File: config.mk
export PLATFORM = sky130hd
export DESIGN_NAME = easy_fifo_axis_downsizer
export DESIGN_NICKNAME = d
export VERILOG_FILES = /design/src/rtl/easy_fifo_axis_downsizer.sv
export SDC_FILE = /design/constraint.sdc
export NUM_CORES = 1
export LEC_CHECK = 0
export ABC_CLOCK_PERIOD_IN_PS = 3600
export BUFFER_PORTS_ARGS = -buffer_cell sky130_fd_sc_hd__buf_2
export CAP_MARGIN = 20
export CORE_ASPECT_RATIO = 1.25
export CORE_MARGIN = 2
export CORE_UTILIZATION = 56
export CTS_CLUSTER_SIZE = 24
export DETAILED_ROUTE_END_ITERATION = 10
export PLACE_DENSITY_LB_ADDON = 0.08
export SLEW_MARGIN = 20
export SYNTH_ARGS = -nofsm -noshare
export SYNTH_HDL_FRONTEND = slang
export SYNTH_SLANG_ARGS = --single-unit
File: constraint.sdc
create_clock -name clk -period 3.6 [get_ports clk]
set_clock_uncertainty 0.1 [all_clocks]
set_input_delay 0.54 -clock clk [delete_from_list [all_inputs] [get_ports clk]]
set_output_delay 0.54 -clock clk [all_outputs]
set_load 0.02 [all_outputs]
File: src/rtl/easy_fifo_axis_downsizer.sv
// AXI-Stream width downsizer placed after an AXIS FIFO.
// Holds one wide beat and replays it as S_DWIDTH/M_DWIDTH narrow beats,
// least-significant slice first, trimming trailing null (tkeep == 0) slices.
// Sideband (tdest/tuser/tid) is repeated on every narrow beat; tlast is
// asserted only on the final emitted slice.
module easy_fifo_axis_downsizer #(
    parameter int S_DWIDTH   = 64,
    parameter int M_DWIDTH   = 16,
    parameter int HAS_KEEP   = 1,
    parameter int HAS_LAST   = 1,
    parameter int DEST_WIDTH = 0,
    parameter int USER_WIDTH = 0,
    parameter int ID_WIDTH   = 0,
    // derived widths, not meant to be overridden
    parameter int SKW = S_DWIDTH / 8,
    parameter int MKW = M_DWIDTH / 8,
    parameter int DW  = (DEST_WIDTH > 0) ? DEST_WIDTH : 1,
    parameter int UW  = (USER_WIDTH > 0) ? USER_WIDTH : 1,
    parameter int IW  = (ID_WIDTH   > 0) ? ID_WIDTH   : 1
) (
    input  logic                clk,
    input  logic                rst,

    input  logic [S_DWIDTH-1:0] s_axis_tdata,
    input  logic [SKW-1:0]      s_axis_tkeep,
    input  logic                s_axis_tlast,
    input  logic [DW-1:0]       s_axis_tdest,
    input  logic [UW-1:0]       s_axis_tuser,
    input  logic [IW-1:0]       s_axis_tid,
    input  logic                s_axis_tvalid,
    output logic                s_axis_tready,

    output logic [M_DWIDTH-1:0] m_axis_tdata,
    output logic [MKW-1:0]      m_axis_tkeep,
    output logic                m_axis_tlast,
    output logic [DW-1:0]       m_axis_tdest,
    output logic [UW-1:0]       m_axis_tuser,
    output logic [IW-1:0]       m_axis_tid,
    output logic                m_axis_tvalid,
    input  logic                m_axis_tready
);

    localparam int RATIO = S_DWIDTH / M_DWIDTH;
    localparam int IDXW  = $clog2(RATIO);

    typedef enum logic {
        EMPTY = 1'b0,
        SEND  = 1'b1
    } state_t;

    state_t              state_q;
    logic [S_DWIDTH-1:0] data_q;
    logic [SKW-1:0]      keep_q;
    logic                last_q;
    logic [DW-1:0]       dest_q;
    logic [UW-1:0]       user_q;
    logic [IW-1:0]       id_q;
    logic [IDXW-1:0]     idx_q;
    logic [IDXW-1:0]     last_idx_q;

    logic [SKW-1:0]      keep_in;
    logic                last_in;
    logic [IDXW-1:0]     last_idx_d;
    logic                any_keep;
    logic                final_slice;
    logic                accept;
    logic                drop;

    // Decode the incoming beat: effective keep/last and highest non-null slice.
    always_comb begin
        keep_in    = (HAS_KEEP != 0) ? s_axis_tkeep : {SKW{1'b1}};
        last_in    = (HAS_LAST != 0) && s_axis_tlast;
        last_idx_d = '0;
        any_keep   = 1'b0;
        for (int i = 0; i < RATIO; i++) begin
            if (keep_in[i*MKW +: MKW] != '0) begin
                last_idx_d = IDXW'(i);
                any_keep   = 1'b1;
            end
        end
    end

    assign final_slice = (idx_q == last_idx_q);

    // Ready while empty, or when the last slice of the held beat leaves this
    // cycle; this is what lets a new wide beat follow with no bubble. Forced
    // low while reset is asserted.
    assign s_axis_tready = !rst &&
                           ((state_q == EMPTY) || (m_axis_tready && final_slice));
    assign accept        = s_axis_tvalid && s_axis_tready;
    // A wholly null beat without tlast carries nothing worth emitting.
    assign drop          = !any_keep && !last_in;

    // Holding register, slice index and EMPTY/SEND state.
    always_ff @(posedge clk or posedge rst) begin
        if (rst) begin
            state_q    <= EMPTY;
            data_q     <= '0;
            keep_q     <= '0;
            last_q     <= 1'b0;
            dest_q     <= '0;
            user_q     <= '0;
            id_q       <= '0;
            idx_q      <= '0;
            last_idx_q <= '0;
        end else if (accept) begin
            data_q     <= s_axis_tdata;
            keep_q     <= keep_in;
            last_q     <= last_in;
            dest_q     <= (DEST_WIDTH > 0) ? s_axis_tdest : '0;
            user_q     <= (USER_WIDTH > 0) ? s_axis_tuser : '0;
            id_q       <= (ID_WIDTH   > 0) ? s_axis_tid   : '0;
            last_idx_q <= last_idx_d;
            idx_q      <= '0;
            state_q    <= drop ? EMPTY : SEND;
        end else if (state_q == SEND && m_axis_tready) begin
            if (final_slice) begin
                idx_q   <= '0;
                state_q <= EMPTY;
            end else begin
                idx_q   <= idx_q + 1'b1;
            end
        end
    end

    // Narrow outputs are pure selects of held registers; nothing from s_* leaks through.
    always_comb begin
        m_axis_tvalid = (state_q == SEND);
        m_axis_tdata  = data_q[idx_q*M_DWIDTH +: M_DWIDTH];
        m_axis_tkeep  = (HAS_KEEP != 0) ? keep_q[idx_q*MKW +: MKW] : {MKW{1'b1}};
        m_axis_tlast  = (HAS_LAST != 0) && last_q && final_slice;
        m_axis_tdest  = dest_q;
        m_axis_tuser  = user_q;
        m_axis_tid    = id_q;
    end

endmodule

==> results.cfg, run 1 <==
[outcome]
outcome = complete, no violations

[cts]
cts_resized = 0
cts_hold_buf = 0
insertion_delay_ps = 350
cts_tree = done
cts_inserted_buffers = 9
htreeDepth = 3
post_cts.repair.setup_buffers = 0
clock-sinks = 78
cts_max_path_buffers = 2
clk_pin_slew_ps = 70
clockRootBuffer = clkbuf_8

[layout]
layout.cells.non_filler = 404
final_util_pct = 70.31
fin_nets = 396
syn2layout_area_growth_pct = 20.62
drive_above_1_share_pct = 67.08
num_antenna_cells = 0

[global_route]
overflow = 0
grt_pass1_vias = 2354
grt_pass1_wl_um = 11120
grt_max_degree = 44
track_usage_pct = 20.51
antenna_found_initial = 0

[die]
num_rows = 32
coreArea_um2 = 6246
ioPinCount = 104
die_y_um = 94.15
die_w_um = 76.12
die_area_um2 = 7167
start_util_pct = 58.29

[pwr]
seqPwrFrac_pct = 39.5
power_leakage_nw = 2.169
power.internal_mw = 2.720
p_total_mw = 3.964
swShare_pct = 31.38
p_sw_mw = 1.244
clkPwrFrac_pct = 17.7
max-vdd-ir-drop_mv = 0.4248
power.density_nw_per_um2 = 902.6
power_frac_comb_pct = 42.8

[synthesis]
post-synth-top-count-cell = dfrtp_1
synth_top_cell_by_area = dfrtp_1
syn_area_per_cell_um2 = 16.93
ys_types = 28
yosys-top-cells-count = dfrtp_1 (78), mux2_4 (39), mux2_2 (36)
ys_warn_count = 0
synth_enable_flop_cells = 0
seq_area_frac_synth_pct = 53.61
yosys_most_used_dff = dfrtp_1
synth_cells = 215
synth_area_um2 = 3641
async_flop_share_pct = 100.0
synth_top_cell_area_share_pct = 53.61
synth_area_leaders = dfrtp_1 (54%), mux2_4 (16%), mux2_2 (11%)
synth.ff_latch_count = 78

[critical_path]
cp_slowest_stage_delay_ps = 710
cp.arrival_ps = 2060
critPathMaxFanout = 12
worstSetupStartpointType = flip-flop
cp_cell_sequence = buf_4 -> mux4_2 -> buf_2
critPathRequiredTime_ps = 2960
crit_type = flip-flop to output port
critPathSlowestCell = dfrtp_1
endpoint_kind = output port

[timing]
clock.fmax_mhz = 370.5
setup_viol = 0
period_share_pct = 74.97
tns_ps = 0
slew-limit-headroom_pct = 45.73
rsz0062_at_grt = no
hold_viol = 0
drv_slew = 0
holdWs_ps = 280.4
tightest_slew_ps = 812.9
period_needed_ps = 2699

[route]
wl_per_cell_um = 16.25
drtAntennaViolNets = 0
viasPerCell = 5.272
vias = 2130
dr.first_iter.drc_count = 65
drc_errors = 0
wl_met1_um = 2738
wl_um = 6566
dr_wl_met2_um = 3335
wl_met3_um = 363
drtPass1Iterations = 4
dr.max_layer_used = met4

[place]
io_buffers = 97
gp_congestion = 0.7176
post-dp-hpwl_um = 4653
dp.cells = 390

[job]
maxCapViolCount = 0

[worst_hold_path]
hold_path_class = primary input to async pin
==> metal layers <==
metal	track usage [%]	vias to the layer above
met3	5.385	10
met1	25.38	1065
li1	-	992
met4	9.091	0
met5	0	-
met2	34.30	63
==> state kept, by name, summed over array words and instances (netlist names) <==
| register | flops |
|---|---|
| keep_q | 8 |
| m_axis_tvalid | 1 |
| idx_q | 2 |
| last_q | 1 |
| data_q | 64 |
| last_idx_q | 2 |
==> stage by stage <==
| stage | cell area [um2] | setup WS [ps] |
|---|---|---|
| finish | 4392 | 900.9 |
| global route | 4392 | 727.1 |
| CTS | 4392 | 808.5 |
| detailed placement | 4182 | 1189 |
| global placement | 4182 | 1203 |
| floorplan | 3649 | 965.0 |
==> power by group through the flow <==
| stage | clock network (mW) | registers (mW) | logic (mW) |
|---|---|---|---|
| final | 0.700 | 1.57 | 1.70 |
| after global routing | 0.756 | 1.63 | 1.82 |
| after CTS | 0.721 | 1.57 | 1.72 |
| after detailed placement | 0 | 1.59 | 1.72 |
| after global placement | 0 | 1.56 | 1.68 |
| after floorplan | 0 | 1.48 | 1.41 |
==> critical path: cells and delay by family (launching register included) <==
kind	cells	cell delay (ps)
buffers and inverters	2	490
DFF	1	710
muxes	1	520
==> final timing paths <==
path	start	endpoint	slack (ps)	cells past startpoint
min	rst	data_q[38]$_DFFE_PP0P_	280	2
min reg2reg	data_q[48]$_DFFE_PP0P_	data_q[48]$_DFFE_PP0P_	410	1
min in group clk	s_axis_tdata[17]	data_q[17]$_DFFE_PP0P_	310	2
max reg2reg	idx_q[0]$_DFFE_PP0P_	data_q[50]$_DFFE_PP0P_	1240	4
max	idx_q[0]$_DFFE_PP0P_	m_axis_tdata[2]	900	3
max in group asynchronous	rst	data_q[13]$_DFFE_PP0P_	2340	3
==> kinds of logic after synthesis <==
family | Yosys count | share of synthesized area, %
other | 1 | 0.1030
AND/OR/NAND/NOR | 14 | 2.233
buffers and inverters | 19 | 3.402
flip-flops | 78 | 53.61
XOR/XNOR | 2 | 0.4812
multiplexers | 93 | 38.35
AO/OA/AOI/OAI | 8 | 1.821
==> cells in the final DEF (no fill, tap or decap), drive strengths merged <==
master / instances
nor3b: 1
a21o: 1
xor2: 2
o31a: 1
or3b: 1
conb: 3
a21oi: 1
bufinv: 2
dfrtp: 78
or4: 2
clkinv: 1
inv: 3
buf: 104
nand2b: 1
o2111a: 1
clkbuf: 10
o21bai: 1
mux2: 75
nand4b: 1
nor3: 1
nand4: 1
nand2: 1
nand3: 1
mux4: 18
clkinvlp: 1
o41a: 1
o31ai: 2
nor2: 4
==> area by class of cell <==
cell class                      instances  area (um2)
Clock buffer                           10       137.6
Clock inverter                          4       72.57
Fill cell                             453        1854
Inverter                                3       11.26
Multi-Input combinational cell        120        1574
Sequential cell                        78        1952
Tap cell                               85       106.4
Timing Repair Buffer                  104       538.0
Note: power is estimated with default switching activity, not from simulation.
==> inputs of run 2 (changes only) <==
Settings changed: ABC_CLOCK_PERIOD_IN_PS 3600 to 2600, CORE_UTILIZATION 56 to 52.
Clock period 3.6 ns to 2.6 ns, I/O delays scaled along.
==> run 2 against run 1 <==
  * First-iteration DRC count is 20% higher
  * Clock power is 29% higher
  * Hold slack worse by 190 ps
  * Global-route usage is 1.3 points lower
  * Cell count is 2.0% higher
  * Power is 37% higher
  * Utilization is 6.4 points lower
  * Clock-buffer cell count is 1 higher
  * Wire length is 2.7% higher
  * Worst setup slack worse by 520 ps
  * Critical path depth stayed put
  * Critical path type unchanged
  * Critical endpoint is now m_axis_tdata[12]
  * Largest power group unchanged
==> results.cfg, run 2 (synthesis results as in run 1) <==
[critical_path]
endpoint_kind = output port
worst_path_dominant_cell_family = multiplexers
worstSetupStartpointType = flip-flop
cp.arrival_ps = 1720
critPathSlowestCell = mux4_2
critPathMaxFanout = 12
crit_type = flip-flop to output port
critical_path_buf_inv_count = 2
cp_slowest_stage_delay_ps = 540
critPathRequiredTime_ps = 2110
cp_cell_sequence = buf_4 -> mux4_2 -> buf_2

[layout]
drive_above_1_share_pct = 67.08
multi_input_area_um2 = 1574
largest_reg_flops = 64
final_util_pct = 63.96
layout_commonest_cell = buf_2
layout_common_cells = buf_2 (97), dfrtp_1 (78), mux2_4 (39)
fin_nets = 397
regMostFlops = data_q
reg_top3 = data_q x64, keep_q x8
fill_cells = 539
num_antenna_cells = 0
final-seq-area_um2 = 1952
syn2layout_area_growth_pct = 21.07

[die]
ioPinCount = 104
start_util_pct = 52.83
die_area_um2 = 7692
die_w_um = 78.85
coreArea_um2 = 6892
die_y_um = 97.56
num_rows = 34

[global_route]
track_usage_pct = 19.21
grt_pass1_vias = 2334
antenna_found_initial = 0
grt_max_degree = 47
overflow = 0
grt_pass1_wl_um = 11330

[cts]
clk_pin_slew_ps = 80
clockRootBuffer = clkbuf_8
post_cts.repair.setup_buffers = 0
cts_inserted_buffers = 9
cts_tree = done
clock-sinks = 78
htreeDepth = 3
cts_resized = 0
cts_hold_buf = 0
cts_max_path_buffers = 2
insertion_delay_ps = 330

[pwr]
power_leakage_nw = 2.170
max-vdd-ir-drop_mv = 0.6164
power.internal_mw = 3.686
power.density_nw_per_um2 = 1234
seqPwrFrac_pct = 39.3
power_frac_comb_pct = 44.1
swShare_pct = 32.22
p_sw_mw = 1.752
clkPwrFrac_pct = 16.6

[timing]
tightest_slew_ps = 724.4
clock.fmax_mhz = 451.5
hold_viol = 0
drv_slew = 0
holdWs_ps = 94.40
tns_ps = 0
setup_viol = 0
slew-limit-headroom_pct = 51.64
rsz0062_at_grt = no
period_share_pct = 85.19
period_needed_ps = 2215

[place]
io_buffers = 97
post-dp-hpwl_um = 4644
gp_congestion = 0.7411

[worst_hold_path]
hold_path_class = primary input to async pin

[route]
wl_per_cell_um = 16.36
dr.first_iter.drc_count = 78
drtAntennaViolNets = 0
drc_errors = 0
viasPerCell = 5.146
drtPass1Iterations = 4
vias = 2120
wl_um = 6741

[job]
maxCapViolCount = 0

[outcome]
outcome = complete, no violations
run 2: cell types whose count changed in the layout (fill, tap and decap cells not counted), sizes merged:
cell      change
buf           +1
bufinv        -1
clkbuf        +1
clkinv        +1
clkinvlp      +1
run 2: cell type report:
class / instances / area share, %
clock inverters: 5 / 1.334
inverters: 3 / 0.2555
repair buffers: 105 / 12.66
flip-flops and latches: 78 / 44.28
well taps: 90 / 2.555
clock buffers: 11 / 3.208
multi-input cells: 120 / 35.71
run 2: power groups by stage:
stage          clock network, mW  logic (mW)  registers [mW]
2_1_floorplan                  0        1.95            2.05
3_3_place_gp                   0        2.39            2.13
3_5_place_dp                   0        2.42            2.15
4_1_cts                    0.933        2.43            2.14
5_1_grt                    0.982        2.57            2.22
6_report                   0.903        2.40            2.14
run 2: worst paths after layout:
kind	from	to	slack [ps]	cells past startpoint
setup reg to reg	last_idx_q[1]$_DFFE_PP0P_	data_q[31]$_DFFE_PP0P_	450	4
max in group asynchronous	rst	idx_q[1]$_DFFE_PP0P_	1670	3
hold reg to reg	data_q[33]$_DFFE_PP0P_	data_q[33]$_DFFE_PP0P_	400	1
setup / recovery	idx_q[0]$_DFFE_PP0P_	m_axis_tdata[12]	390	3
min in group clk	s_axis_tdata[62]	data_q[62]$_DFFE_PP0P_	170	2
hold / removal	rst	data_q[61]$_DFFE_PP0P_	90	2
run 2: routing by layer:
layer / part of all wire [%] / up-vias / global-route usage (%)
li1: - / 988 / -
met4: 1.4 / 0 / 7.294
met1: 45 / 1063 / 26.32
met2: 49 / 60 / 30.31
met3: 4.5 / 9 / 3.996
met5: 0 / - / 0
run 2: through the flow:
| stage | std cells | instance area, um2 | total power, mW | setup slack, ps |
|---|---|---|---|---|
| 6_report | 412 | 4408 | 5.438 | 385.1 |
| 3_5_place_dp | 396 | 4208 | 4.577 | 477.8 |
| 2_1_floorplan | 217 | 3649 | 3.998 | 115.0 |
| 3_3_place_gp | 396 | 4208 | 4.519 | 484.4 |
| 5_1_grt | 412 | 4408 | 5.767 | 290.5 |
| 4_1_cts | 412 | 4408 | 5.504 | 345.1 |
==> inputs of run 3 (changes only) <==
Settings changed: REMOVE_ABC_BUFFERS from default to 1.
==> run 3 against run 2 <==
  * Design area down 0.20%
  * Cell count is 0.24% lower
  * Utilization fell by 0.13 points
  * Clock-buffer cell count shrank 1
  * Global-route usage is essentially flat
  * Hold slack worse by 30 ps
  * Critical endpoint is now m_axis_tdata[3]
  * Largest cell class unchanged
  * Highest routed layer unchanged
==> results.cfg, run 3 (synthesis results as in run 1) <==
[outcome]
outcome = complete, no violations

[critical_path]
worst_path_dominant_cell_family = multiplexers
worstSetupStartpointType = flip-flop
critPathSlowestCell = mux4_2
critical_path_buf_inv_count = 2
critPathRequiredTime_ps = 2110
crit_type = flip-flop to output port
cp.arrival_ps = 1740
endpoint_kind = output port
critPathMaxFanout = 12
cp_slowest_stage_delay_ps = 530
cp_cell_sequence = buf_4 -> mux4_2 -> buf_2

[pwr]
p_sw_mw = 1.738
p_total_mw = 5.418
clkPwrFrac_pct = 16.5
power_frac_comb_pct = 44.0
power.internal_mw = 3.680
power_leakage_nw = 2.172
power.density_nw_per_um2 = 1232
max-vdd-ir-drop_mv = 0.7478
swShare_pct = 32.08
seqPwrFrac_pct = 39.5

[place]
gp_congestion = 0.7259
pre_cts_ws_ps = 522.6
post-dp-hpwl_um = 4704
dp.cells = 395
place_area_um2 = 4200
io_buffers = 97

[global_route]
antenna_found_initial = 0
grt_pass1_vias = 2363
overflow = 0
grt_pass1_wl_um = 11380
track_usage_pct = 19.18
grt_max_degree = 39

[layout]
fill_cells = 554
final_util_pct = 63.83
layout_commonest_cell = buf_2
drive_above_1_share_pct = 67.29
syn2layout_area_growth_pct = 20.82
largest_reg_flops = 64
regMostFlops = data_q
postLayoutCellArea_um2 = 4399
layout_common_cells = buf_2 (97), dfrtp_1 (78), mux2_4 (39)
layout.cells.non_filler = 411
reg_top3 = data_q x64, keep_q x8
fin_nets = 396
num_antenna_cells = 0

[die]
die_w_um = 78.85
die_y_um = 97.56
start_util_pct = 52.83
num_rows = 34
ioPinCount = 104
die_area_um2 = 7692
coreArea_um2 = 6892

[worst_hold_path]
hold_path_class = primary input to async pin

[route]
drtPass1Iterations = 4
dr.first_iter.drc_count = 47
drc_errors = 0
drtAntennaViolNets = 0
viasPerCell = 5.241
wl_per_cell_um = 16.28
wl_um = 6692
vias = 2154

[timing]
period_needed_ps = 2226
fin_ws_ps = 374.2
slew-limit-headroom_pct = 54.93
holdWs_ps = 64.72
clock.fmax_mhz = 449.3
rsz0062_at_grt = no
period_share_pct = 85.61
setup_viol = 0
tightest_slew_ps = 675.1
hold_viol = 0
tns_ps = 0
drv_slew = 0

[cts]
insertion_delay_ps = 340
cts_max_path_buffers = 2
htreeDepth = 3
cts_inserted_buffers = 9
cts_hold_buf = 0
clk_pin_slew_ps = 80
clockRootBuffer = clkbuf_8
cts_tree = done
clock-sinks = 78
cts_resized = 0
post_cts.repair.setup_buffers = 0

[job]
maxCapViolCount = 0
[run 3: cell count changes in the layout (fill, tap and decap cells not counted)]
cell / before / now
buf_4: 7 / 6
clkinvlp_4: 2 / 1
clkinv_2: 1 / 3
clkbuf_1: 1 / 0
[run 3: final cells by class]
type | count | area (um2) | area share (%)
Clock buffer | 10 | 137.6 | 3.129
Multi-Input combinational cell | 120 | 1574 | 35.78
Timing Repair Buffer | 104 | 550.5 | 12.51
Tap cell | 90 | 112.6 | 2.560
Sequential cell | 78 | 1952 | 44.37
Clock inverter | 6 | 61.31 | 1.394
Inverter | 3 | 11.26 | 0.2560
[run 3: metal layers]
layer	GRT usage (%)	routed length, um	vias up
li1	-	-	997
met1	24.73	2793	1084
met2	31.36	3430	64
met3	3.903	352	9
met4	8.355	115	0
met5	0	0	-
[run 3: path summary, 6_finish.rpt]
kind / startpoint / endpoint / slack, ps / cells after the start
min reg2reg: data_q[43]$_DFFE_PP0P_ / data_q[43]$_DFFE_PP0P_ / 400 / 1
min in group clk: s_axis_tdata[7] / data_q[7]$_DFFE_PP0P_ / 170 / 2
max in group asynchronous: rst / data_q[56]$_DFFE_PP0P_ / 1690 / 3
max: idx_q[0]$_DFFE_PP0P_ / m_axis_tdata[3] / 370 / 3
min: rst / data_q[55]$_DFFE_PP0P_ / 60 / 2
max reg2reg: last_idx_q[1]$_DFFE_PP0P_ / data_q[42]$_DFFE_PP0P_ / 540 / 4
[run 3: power by group through the flow]
stage                     registers, mW  logic (mW)  clock network (mW)
after global routing               2.22        2.56               0.981
after CTS                          2.14        2.42               0.921
after global placement             2.13        2.37                   0
after floorplan                    2.15        1.84                   0
after detailed placement           2.16        2.42                   0
final                              2.14        2.38               0.896
